==> src/rtl/idu_queue.sv <==
// Decode stage: DEPTH-entry instruction queue between IFU and EXU.
// The head entry is decoded combinationally into register IDs, immediate, class and exceptions.
module idu_queue #(
  parameter int XLEN  = 64,
  parameter int DEPTH = 2,
  parameter int EN_M  = 1,
  parameter int CW    = $clog2(DEPTH + 1)
) (
  input  logic            clock,
  input  logic            reset,
  input  logic            i_valid,
  output logic            o_ready,
  input  logic [31:0]     i_ins,
  input  logic [XLEN-1:0] i_pc,
  input  logic            flush,
  output logic            o_valid,
  input  logic            i_ready,
  output logic [XLEN-1:0] o_pc,
  output logic [31:0]     o_ins,
  output logic [4:0]      o_rs1id,
  output logic [4:0]      o_rs2id,
  output logic [4:0]      o_rdid,
  output logic            o_rdwen,
  output logic [XLEN-1:0] o_imm,
  output logic [3:0]      o_opcls,
  output logic [2:0]      o_func3,
  output logic            o_except_en,
  output logic [XLEN-1:0] o_except_code,
  output logic            o_mret,
  output logic [CW-1:0]   o_count
);

  localparam int AW = (DEPTH > 1) ? $clog2(DEPTH) : 1;

  localparam logic [6:0] OPC_LUI    = 7'h37;
  localparam logic [6:0] OPC_AUIPC  = 7'h17;
  localparam logic [6:0] OPC_JAL    = 7'h6F;
  localparam logic [6:0] OPC_JALR   = 7'h67;
  localparam logic [6:0] OPC_BRANCH = 7'h63;
  localparam logic [6:0] OPC_LOAD   = 7'h03;
  localparam logic [6:0] OPC_STORE  = 7'h23;
  localparam logic [6:0] OPC_OPIMM  = 7'h13;
  localparam logic [6:0] OPC_OPIMMW = 7'h1B;
  localparam logic [6:0] OPC_OP     = 7'h33;
  localparam logic [6:0] OPC_OPW    = 7'h3B;
  localparam logic [6:0] OPC_SYSTEM = 7'h73;

  localparam logic [31:0] INS_ECALL  = 32'h0000_0073;
  localparam logic [31:0] INS_EBREAK = 32'h0010_0073;
  localparam logic [31:0] INS_MRET   = 32'h3020_0073;

  logic [XLEN-1:0] pc_mem  [DEPTH];
  logic [31:0]     ins_mem [DEPTH];
  logic [AW-1:0]   wr_ptr;
  logic [AW-1:0]   rd_ptr;
  logic [CW-1:0]   count;
  logic            enq;
  logic            deq;

  assign o_ready = (count != CW'(DEPTH)) && !reset;
  assign o_valid = (count != '0);
  assign o_count = count;
  assign enq     = i_valid && o_ready;
  assign deq     = o_valid && i_ready;

  always_ff @(posedge clock) begin
    if (enq && !flush) begin
      pc_mem[wr_ptr]  <= i_pc;
      ins_mem[wr_ptr] <= i_ins;
    end
  end

  // DEPTH is a power of two, so pointer overflow is the wrap to 0.
  always_ff @(posedge clock or posedge reset) begin
    if (reset) begin
      wr_ptr <= '0;
      rd_ptr <= '0;
      count  <= '0;
    end else if (flush) begin
      wr_ptr <= '0;
      rd_ptr <= '0;
      count  <= '0;
    end else begin
      if (enq) wr_ptr <= wr_ptr + AW'(1);
      if (deq) rd_ptr <= rd_ptr + AW'(1);
      count <= count + CW'(enq) - CW'(deq);
    end
  end

  logic [XLEN-1:0] head_pc;
  logic [31:0]     head_ins;
  logic [6:0]      opc;
  logic [2:0]      f3;
  logic [6:0]      f7;
  logic [4:0]      f_rd;
  logic [4:0]      f_rs1;
  logic [4:0]      f_rs2;
  logic [11:0]     sys_imm;
  logic [XLEN-1:0] imm_i, imm_s, imm_b, imm_u, imm_j;
  logic            is64;
  logic            f7_ok;

  assign head_pc  = pc_mem[rd_ptr];
  assign head_ins = ins_mem[rd_ptr];
  assign opc      = head_ins[6:0];
  assign f3       = head_ins[14:12];
  assign f7       = head_ins[31:25];
  assign f_rd     = head_ins[11:7];
  assign f_rs1    = head_ins[19:15];
  assign f_rs2    = head_ins[24:20];
  assign sys_imm  = head_ins[31:20];
  assign is64     = (XLEN == 64);

  assign imm_i = XLEN'($signed(head_ins[31:20]));
  assign imm_s = XLEN'($signed({head_ins[31:25], head_ins[11:7]}));
  assign imm_b = XLEN'($signed({head_ins[31], head_ins[7], head_ins[30:25], head_ins[11:8], 1'b0}));
  assign imm_u = XLEN'($signed({head_ins[31:12], 12'b0}));
  assign imm_j = XLEN'($signed({head_ins[31], head_ins[19:12], head_ins[20], head_ins[30:21], 1'b0}));

  // SUB/SRA use funct7 0x20; the M extension uses 0x01.
  assign f7_ok = (f7 == 7'h00) ||
                 ((f7 == 7'h20) && ((f3 == 3'd0) || (f3 == 3'd5))) ||
                 ((f7 == 7'h01) && (EN_M != 0));

  logic [3:0]      dec_cls;
  logic [4:0]      dec_rs1, dec_rs2, dec_rd;
  logic [XLEN-1:0] dec_imm;
  logic            dec_wen;
  logic            dec_ill;

  always_comb begin
    dec_cls = 4'd0;
    dec_rs1 = '0;
    dec_rs2 = '0;
    dec_rd  = '0;
    dec_imm = '0;
    dec_wen = 1'b0;
    dec_ill = 1'b0;
    case (opc)
      OPC_LUI:    begin dec_cls = 4'd7; dec_rd = f_rd; dec_imm = imm_u; dec_wen = 1'b1; end
      OPC_AUIPC:  begin dec_cls = 4'd8; dec_rd = f_rd; dec_imm = imm_u; dec_wen = 1'b1; end
      OPC_JAL:    begin dec_cls = 4'd5; dec_rd = f_rd; dec_imm = imm_j; dec_wen = 1'b1; end
      OPC_JALR:   begin dec_cls = 4'd6; dec_rd = f_rd; dec_rs1 = f_rs1; dec_imm = imm_i; dec_wen = 1'b1; end
      OPC_BRANCH: begin dec_cls = 4'd4; dec_rs1 = f_rs1; dec_rs2 = f_rs2; dec_imm = imm_b; end
      OPC_LOAD:   begin dec_cls = 4'd2; dec_rd = f_rd; dec_rs1 = f_rs1; dec_imm = imm_i; dec_wen = 1'b1; end
      OPC_STORE:  begin dec_cls = 4'd3; dec_rs1 = f_rs1; dec_rs2 = f_rs2; dec_imm = imm_s; end
      OPC_OPIMM: begin
        dec_cls = 4'd0; dec_rd = f_rd; dec_rs1 = f_rs1; dec_imm = imm_i; dec_wen = 1'b1;
        dec_ill = !is64 && ((f3 == 3'd1) || (f3 == 3'd5)) && head_ins[25];
      end
      OPC_OPIMMW: begin
        dec_cls = 4'd1; dec_rd = f_rd; dec_rs1 = f_rs1; dec_imm = imm_i; dec_wen = 1'b1;
        dec_ill = !is64;
      end
      OPC_OP: begin
        dec_cls = 4'd0; dec_rd = f_rd; dec_rs1 = f_rs1; dec_rs2 = f_rs2; dec_wen = 1'b1;
        dec_ill = !f7_ok;
      end
      OPC_OPW: begin
        dec_cls = 4'd1; dec_rd = f_rd; dec_rs1 = f_rs1; dec_rs2 = f_rs2; dec_wen = 1'b1;
        dec_ill = !f7_ok || !is64;
      end
      OPC_SYSTEM: begin
        if ((f3 == 3'd0) || (f3 == 3'd4)) begin
          dec_cls = 4'd10;
          dec_ill = !((sys_imm == 12'h000) || (sys_imm == 12'h001) || (sys_imm == 12'h302));
        end else begin
          dec_cls = 4'd9; dec_rd = f_rd; dec_rs1 = f_rs1; dec_imm = imm_i; dec_wen = 1'b1;
        end
      end
      default: dec_ill = 1'b1;
    endcase
  end

  always_comb begin
    o_pc          = '0;
    o_ins         = '0;
    o_rs1id       = '0;
    o_rs2id       = '0;
    o_rdid        = '0;
    o_rdwen       = 1'b0;
    o_imm         = '0;
    o_opcls       = 4'd0;
    o_func3       = '0;
    o_except_en   = 1'b0;
    o_except_code = '0;
    o_mret        = 1'b0;
    if (o_valid) begin
      o_pc    = head_pc;
      o_ins   = head_ins;
      o_func3 = f3;
      if (dec_ill) begin
        o_opcls       = 4'd15;
        o_except_en   = 1'b1;
        o_except_code = XLEN'(2);
      end else begin
        o_opcls = dec_cls;
        o_rs1id = dec_rs1;
        o_rs2id = dec_rs2;
        o_rdid  = dec_rd;
        o_imm   = dec_imm;
        o_rdwen = dec_wen && (dec_rd != 5'd0);
        o_mret  = (head_ins == INS_MRET);
        if (head_ins == INS_ECALL) begin
          o_except_en   = 1'b1;
          o_except_code = XLEN'(11);
        end else if (head_ins == INS_EBREAK) begin
          o_except_en   = 1'b1;
          o_except_code = XLEN'(3);
        end
      end
    end
  end

endmodule

==> config.mk <==
export PLATFORM = sky130hd
export DESIGN_NAME = idu_queue
export DESIGN_NICKNAME = d
export VERILOG_FILES = /design/src/rtl/idu_queue.sv
export SDC_FILE = /design/constraint.sdc
export NUM_CORES = 1
export LEC_CHECK = 0
export ABC_AREA = 1
export CAP_MARGIN = 10
export CORE_ASPECT_RATIO = 1.4
export CORE_MARGIN = 2
export CORE_UTILIZATION = 49
export CTS_BUF_LIST = sky130_fd_sc_hd__clkbuf_8 sky130_fd_sc_hd__clkbuf_16
export DETAILED_ROUTE_END_ITERATION = 10
export PLACE_DENSITY_LB_ADDON = 0.25
export SYNTH_ARGS = -nofsm -noshare
export SYNTH_HDL_FRONTEND = slang
export SYNTH_SLANG_ARGS = --single-unit
==> constraint.sdc <==
create_clock -name clock -period 10.35 [get_ports clock]
set_clock_uncertainty 0.05 [all_clocks]
set_input_delay 1.5525 -clock clock [delete_from_list [all_inputs] [get_ports clock]]
set_output_delay 1.5525 -clock clock [all_outputs]
set_load 0.05 [all_outputs]
Word level (Yosys, flattened, before mapping). Memory sizes are Yosys's and may differ from the RTL's. Index checks and enable logic that the tools add are counted. W data, S select, Z words.

Add/sub/neg operators: 4. Equal/unequal tests: 22. Multiplexer cells: 45. Reductions and logical operators: 31.

Operator list (count): $pmux W64 S6 (1); $mux W64 (4); $mux W5 (9); $pmux W4 S9 (1); $eq A7 B6 Y1 const B (5); $eq A32 B21 Y1 const B (1); $eq A32 B30 Y1 const B (1); $eq A32 B7 Y1 const B (1); $mux W32 (1); $eq A7 B7 Y1 const B (4); $eq A7 B5 Y1 const B (3); $mux W4 (5); $pmux W5 S2 (2); $reduce_or A9 Y1 (2); $mux W1 (16); $eq A12 B1 Y1 const B (1); $eq A12 B10 Y1 const B (1); $logic_not A12 Y1 (1); $reduce_or A4 Y1 (2); $reduce_or A8 Y1 (1); $eq A7 B1 Y1 const B (1); $eq A7 B2 Y1 const B (1); $logic_not A7 Y1 (1); $eq A3 B3 Y1 const B (2); other kinds (15) (35).

Register bits after elaboration: 4. Memory bits (writable): 192. Bits of input ports: 101. Output and inout port bits: 253. Memories kept: 2.

Memories: pc_mem (words 2, width 64, read ports 1, clocked after Yosys merged registers in 0, wr ports 1, RTL line 52) `logic [XLEN-1:0] pc_mem [DEPTH];`; ins_mem (words 2, width 32, read ports 1, clocked after Yosys merged registers in 0, wr ports 1, RTL line 53) `logic [31:0] ins_mem [DEPTH];`.

Longest topological paths before layout. Gate-level depths: netlist (run 1). An unclocked memory read counts as a cell.

Word-level depth: 10. Depth in mapped cells: 17.

Least setup slack after synthesis (run 1). OpenSTA, ideal clock, no wires.

Kind: input -> register. Start: input port reset. End: memory ins_mem[0][0] (enable). Arrival: 6.693 ns. Data required time: 9.748 ns. Setup slack: 3.055 ns. Stages: 3. Cells stage by stage: a21oi_1 > nand3_1 > nor2_1.

Longest elaborated chain between the ends: 6.

Ends and longest elaborated chain: start, declared (RTL line 10) `input logic reset,`; $logic_not A1 Y1 (no line); $logic_and A1 B1 Y1 (RTL line 60) `assign o_ready = (count != CW'(DEPTH)) && !reset;`; $logic_and A1 B1 Y1 (RTL line 63) `assign enq = i_valid && o_ready;`; $logic_and A1 B1 Y1 (RTL line 67) `if (enq && !flush) begin`; $mux W1 (RTL line 67); $mux W1 (not written as such) (RTL line 69) `ins_mem[wr_ptr] <= i_ins;`; end, declared (RTL line 53).

Every way passes these cells.

Final worst setup path (run 1).
Start: register rd_ptr. End: output port o_imm[36].

Longest elaborated chain between the ends: 10. Elaborated cells between the ends (all ways): 41. Classes of those cells: eq/ne: 18; mux: 6; reduce/logical: 16; memory: 1.

Ends and longest elaborated chain: start, declared (RTL line 55) `logic [AW-1:0] rd_ptr;`; start signal, assigned (RTL line 85) `if (deq) rd_ptr <= rd_ptr + AW'(1);`; $mem_v2 Z2 W32 (*); branches (longest 7 deep; another with $eq A12 B1 Y1); $mux W64 (*) (RTL line 192) `if (dec_ill) begin`; $mux W64 (*) (RTL line 188) `if (o_valid) begin`; end, declared (RTL line 24) `output logic [XLEN-1:0] o_imm,`.

Every way passes the cells marked *.

==> summary.txt, run 1 <==
Gate power share: 0.484
Setup_tns: 0 ns
Crit path max fanout: 74
Internal power: 1.63 mW
Die Span Y: 170 microns
Fin crit period: 6.45 ns
DP Wirelength: 18.7 mm
Clock transition at the registers of the reported paths: 0.08 ns
EDFF count, synth: 192
Initial antenna violation count: 2
Fillers: 1,530
Antenna-violating nets left: 0
Register Area: 5870 sq um
#FFs+latches synth: 196
Nets@finish: 1,321
Fmax: 0.155 GHz
Gr usage total: 0.241
R2r endpoint: o_count[1]
Cts repair resizes: 0
Syn avg cell area: 9.93 sq um
Netlist Area Pre-Place: 9680 sq um
DR vias/cell: 4.94
Min-Delay Path Class: register to register
R2R setup slack: 7.55 ns
Leading area contributor after synthesis: edfxtp_1
IO Port Bufs: 292
Buffers & Inverters on Critical Path: 6
Worst EP required: 8.75 ns
Setup Viol. Count Final: 0
DR top layer: met4
GP Congestion: 0.945
Top-level port count: 354
Die area: 20,900 sq um
Slew @ Worst Pin: 0.903 ns
Post-synth top area share: 0.596
Final hold vios: 0
First-pass GRT wire length: 37.7 mm
Mapped Cells: 975
Pwr Density: 237 nW/um^2
Sw Share: 0.465
Setup CP Type: register to primary output
Fin cells: 1,481
Multi-input combinational cell area: 2730 sq um
Tcrit/Tclk final: 0.624
Endpoint, Worst Hold: wr_ptr
Top post-synthesis cells by area: edfxtp_1 (60%), nand2_1 (11%), buf_4 (7.4%)
Hold-fix buffers, CTS: 0
Fin. max-slew vios: 0
DR DRC count: 0
Core region area: 19,300 sq um
Worst R2R Path Depth: 9
Worst setup EP type: primary output
CP top delay family: buffers and inverters
DIE WIDTH: 123 microns
Clock power frac: 0.210
Hold Crit Start: wr_ptr
DR vias: 7,311
Psw: 1.42 mW
FP Rows: 60
Largest stage delay, worst path: 0.96 ns
TritonCTS clock tree: yes
Routed WL per cell: 17.2 microns
Clock tree buffer depth: 2
Detailed Route WL: 25.5 mm
Postcts setup bufs: 0
Sequential fraction of design power: 0.306
Drt pass-1 iters: 5
H-tree Lvls: 4
Worst hold stages: 1
DRT iter0 DRCs: 448
Critical path startpoint category: register
Worst r2r src: o_count[1]
Synth Flop Type: edfxtp_1
Starting density of the core: 0.502
Cell mode on critical path: inv_1
GR Overflow Total: 0
Warnings from Yosys: 0
Commonest non-fill, non-tap cell in the layout: clkdlybuf4s50_1
Unrepaired setup endpoints after global routing: false
Layout area overhead: 32.8%
Placed Cells incl. Taps: 1,447
Most frequent cells in the layout: clkdlybuf4s50_1 (292), nand2_1 (274), edfxtp_1 (192), inv_1 (89), nor2_1 (72)
Metal-1 WL: 8.67 mm
Vias in the first global route: 7,033
CP cell instances: inv_4 -> buf_4 -> nand2_1 -> nand2_1 -> nand2_2 -> nor2_4 -> inv_1 -> nor2_1 -> inv_1 -> nand2_4 -> o211ai_1 -> inv_1 -> clkdlybuf4s50_1
Clk_lat worst skew: 0.41 ns
Signal arrival time at the worst endpoint: 4.85 ns
Ratio of cells with drive above 1 in the final layout: 0.0788
Num Clock Sinks: 196
Peak supply drop: 213 uV
Largest net degree at the start of global routing: 75
DR WL met2: 14.0 mm
Slowest library cell on the worst path: clkdlybuf4s50_1
Maxcap violations: 0
Slew HR: 0.393
Met3 Wirelength: 2.17 mm
Outcome: finished clean
Total CTS buffers: 17
Seq/Total Area, Yosys: 0.606
Lkg Pwr: 5.13 nW
Post-synth ARST share: 0.0204
Root Buffer: clkbuf_16
Critical Path Stages: 13
Post-synthesis cell type count: 39
-- per-layer routing --
metal,GRT usage,up-vias
met5,0,-
met4,0.0850,0
met3,0.0684,31
met2,0.448,346
met1,0.256,3418
li1,-,3516
-- final cells by class --
class	count	area share
diodes	2	0.000389
clock buffers	17	0.0331
clock inverters	15	0.0128
inverters	94	0.0276
multi-input cells	608	0.213
flip-flops and latches	196	0.457
well taps	248	0.0241
repair buffers	301	0.233
-- kinds of logic (layout without fill, tap and decap cells) --
kind of cell	after synthesis	in the layout	share of synthesized area
other	1	63	0.000387
buffers and inverters	231	427	0.137
multiplexers	1	1	0.00103
AND/OR/NAND/NOR	433	433	0.190
AO/OA/AOI/OAI	109	109	0.0609
flip-flops	196	196	0.606
adder cells (fa/ha/maj)	2	2	0.00258
XOR/XNOR	2	2	0.00181
-- cell usage after synthesis, drive strengths merged (2+ instances only) --
master / n
nand2: 293
edfxtp: 192
buf: 117
inv: 93
nor2: 81
a21oi: 69
o21ai: 33
nand3: 31
clkbuf: 20
nor3: 11
or2: 11
dfrtp: 4
nand4: 4
o21a: 4
ha: 2
-- worst max path at each step --
stage / from / slack (ns) / end
5_1_grt: rd_ptr / 3.40 / o_imm[36]
2_1_floorplan: reset / 3.05 / ins_mem[0][0]
6_report: rd_ptr / 3.90 / o_imm[36]
3_3_place_gp: rd_ptr / 4.39 / o_imm[36]
3_5_place_dp: rd_ptr / 4.30 / o_imm[36]
4_1_cts: rd_ptr / 3.84 / o_imm[36]
-- metrics by stage --
step / util / cell area [sq um] / power, mW / hold slack, ns / worst slack [ns]
after floorplan: - / 9900 / 1.98 / 0.432 / 3.05
after global placement: 0.635 / 12300 / 2.42 / 0.515 / 4.39
after detailed placement: 0.635 / 12300 / 2.43 / 0.549 / 4.30
final: 0.666 / 12900 / 3.05 / 0.549 / 3.90
after global routing: 0.666 / 12900 / 3.17 / 0.622 / 3.40
after CTS: 0.666 / 12800 / 3.07 / 0.560 / 3.84
-- sequential cells by signal (all words and copies together), names as in the netlist --
register,count
o_count,2
ins_mem,64
wr_ptr,1
rd_ptr,1
pc_mem,128
-- power groups by stage --
| stage | Clock (mW) | Combinational, mW | Sequential [mW] |
|---|---|---|---|
| finish | 0.640 | 1.47 | 0.933 |
| global route | 0.682 | 1.55 | 0.937 |
| CTS | 0.652 | 1.49 | 0.933 |
| detailed placement | 0 | 1.48 | 0.952 |
| global placement | 0 | 1.48 | 0.950 |
| floorplan | 0 | 1.04 | 0.943 |
Note: power is estimated with default switching activity, not from simulation.
==> inputs of run 2 (changes only) <==
--- a/config.mk
+++ b/config.mk
@@ -9,7 +9,7 @@
 export CAP_MARGIN = 10
 export CORE_ASPECT_RATIO = 1.4
 export CORE_MARGIN = 2
-export CORE_UTILIZATION = 49
+export CORE_UTILIZATION = 45
 export CTS_BUF_LIST = sky130_fd_sc_hd__clkbuf_8 sky130_fd_sc_hd__clkbuf_16
 export DETAILED_ROUTE_END_ITERATION = 10
 export PLACE_DENSITY_LB_ADDON = 0.25
==> constraint.sdc (replaced) <==
create_clock -name clock -period 6.4 [get_ports clock]
set_clock_uncertainty 0.05 [all_clocks]
set_input_delay 0.96 -clock clock [delete_from_list [all_inputs] [get_ports clock]]
set_output_delay 0.96 -clock clock [all_outputs]
set_load 0.05 [all_outputs]
==> run 2 against run 1 <==
  * Clock-buffer cell count stayed put
  * Worst setup slack worse by 2.9 ns
  * Register-to-register slack got worse by 4.0 ns
  * Critical path depth shrank 2
  * Routed wire length shrank 1.4%
  * Non-clock buffer count unchanged
  * First-iteration DRC count rose by 5.6%
  * Die area grew 8.6%
  * Combinational power increased by 61%
  * Highest routed layer unchanged
==> summary.txt, run 2 (synthesized netlist as in run 1, its figures left out) <==
Worst EP required: 5.39 ns
DR vias/cell: 4.89
DIE WIDTH: 128 microns
Most flops, register: pc_mem
Die Span Y: 178 microns
Ratio of cells with drive above 1 in the final layout: 0.0788
DR DRC count: 0
Max FFs per register: 128
CP top delay family: simple AND/OR/NAND/NOR gates
Buffers & Inverters on Critical Path: 2
TritonCTS clock tree: yes
Nets@finish: 1,321
Maxcap violations: 0
Hold-fix buffers, CTS: 0
Lkg Pwr: 5.13 nW
Antenna cell count: 0
Met1 Usage GRT: 0.236
Fin crit period: 5.43 ns
Antenna-violating nets left: 0
FP Rows: 63
Largest net degree at the start of global routing: 84
Commonest non-fill, non-tap cell in the layout: clkdlybuf4s50_1
Worst hold stages: 1
Starting density of the core: 0.458
Vias in the first global route: 6,928
Die area: 22,700 sq um
Most frequent cells in the layout: clkdlybuf4s50_1 (292), nand2_1 (274), edfxtp_1 (192), inv_1 (89), nor2_1 (72)
Crit path max fanout: 77
Peak supply drop: 257 uV
Layout area overhead: 32.9%
Slowest library cell on the worst path: dfrtp_4
Outcome: finished clean
Setup CP Type: register to primary output
DRT iter0 DRCs: 473
Core region area: 21,100 sq um
Postcts setup bufs: 0
Worst r2r src: o_count[0]
Largest stage delay, worst path: 0.99 ns
Hold Crit Start: wr_ptr
M2 GR Usage: 0.408
H-tree Lvls: 4
Cts repair resizes: 0
Endpoint, Worst Hold: wr_ptr
GR Overflow Total: 0
Worst R2R Path Depth: 5
Critical path startpoint category: register
R2r endpoint: ins_mem[1][24]
Initial antenna violation count: 0
Busiest grt layer: met2
Clk_lat worst skew: 0.42 ns
Worst setup EP type: primary output
Clock tree buffer depth: 2
Root Buffer: clkbuf_16
Signal arrival time at the worst endpoint: 4.42 ns
DR vias: 7,289
Setup Viol. Count Final: 0
First-pass GRT wire length: 37.5 mm
Num Clock Sinks: 196
Drt pass-1 iters: 7
Pwr Density: 383 nW/um^2
Fin util: 0.609
Gr usage total: 0.219
Clock transition at the registers of the reported paths: 0.08 ns
GP Congestion: 0.950
Tcrit/Tclk final: 0.848
Unrepaired setup endpoints after global routing: false
Slew HR: 0.238
Fmax: 0.184 GHz
Final hold vios: 0
CP cell instances: inv_4 -> nand2_1 -> nand2_2 -> nor2_1 -> nand3_2 -> nand3_2 -> nor2_1 -> nand2_2 -> nand4_1 -> nor3_1 -> clkdlybuf4s50_1
Hold WS: 0.535 ns
Fin. max-slew vios: 0
DP Wirelength: 18.4 mm
Routed WL per cell: 16.9 microns
IO Port Bufs: 292
Detailed Route WL: 25.2 mm
Top-level port count: 354
Min-Delay Path Class: register to register
R2R setup slack: 3.52 ns
Slew @ Worst Pin: 1.14 ns
Total CTS buffers: 17
Met3 Track Usage GR: 0.0564
-- run 2: cell types whose count changed in the layout (fill, tap and decap cells not counted) --
cell        delta
clkinvlp_4     -1
diode_2        -2
inv_6          +3
clkinv_4       -1
inv_8          -1
-- run 2: per-layer routing --
layer / share of wire / vias to the layer above
met4: 0.029 / 0
met5: 0 / -
met3: 0.074 / 37
li1: - / 3515
met2: 0.54 / 347
met1: 0.36 / 3390
-- run 2: area by class of cell --
class                      count  area [sq um]
clock inverter                15           163
timing repair buffer         301          2990
inverter                      94           355
multi-input combinational    608          2730
fill                        1765          8260
clock buffer                  17           425
tap                          260           325
sequential                   196          5870
-- run 2: stage by stage --
step	cells	power, mW	setup WS, ns	instance area (sq um)	TNS (ns)
global placement	1459	3.91	1.49	12300	0
detailed placement	1459	3.92	1.42	12300	0
CTS	1491	4.96	0.948	12900	0
finish	1491	4.92	0.971	12900	0
global route	1491	5.13	0.614	12900	0
floorplan	1035	3.20	-0.303	9900	-58.10
-- run 2: how the worst max path moves through the flow --
stage	slack [ns]	endpoint	from	cells after the start
final	0.97	o_rdwen	rd_ptr	11
after global routing	0.61	o_rdwen	rd_ptr	11
after CTS	0.95	o_imm[54]	rd_ptr	13
after detailed placement	1.42	o_imm[54]	rd_ptr	13
after global placement	1.49	o_rdwen	rd_ptr	11
after floorplan	-0.30	ins_mem[0][0]	reset	3
-- run 2: report_power, final --
part           switching (mW)  internal (mW)
combinational            1.71          0.652
sequential             0.0579           1.46
clock                   0.512          0.525
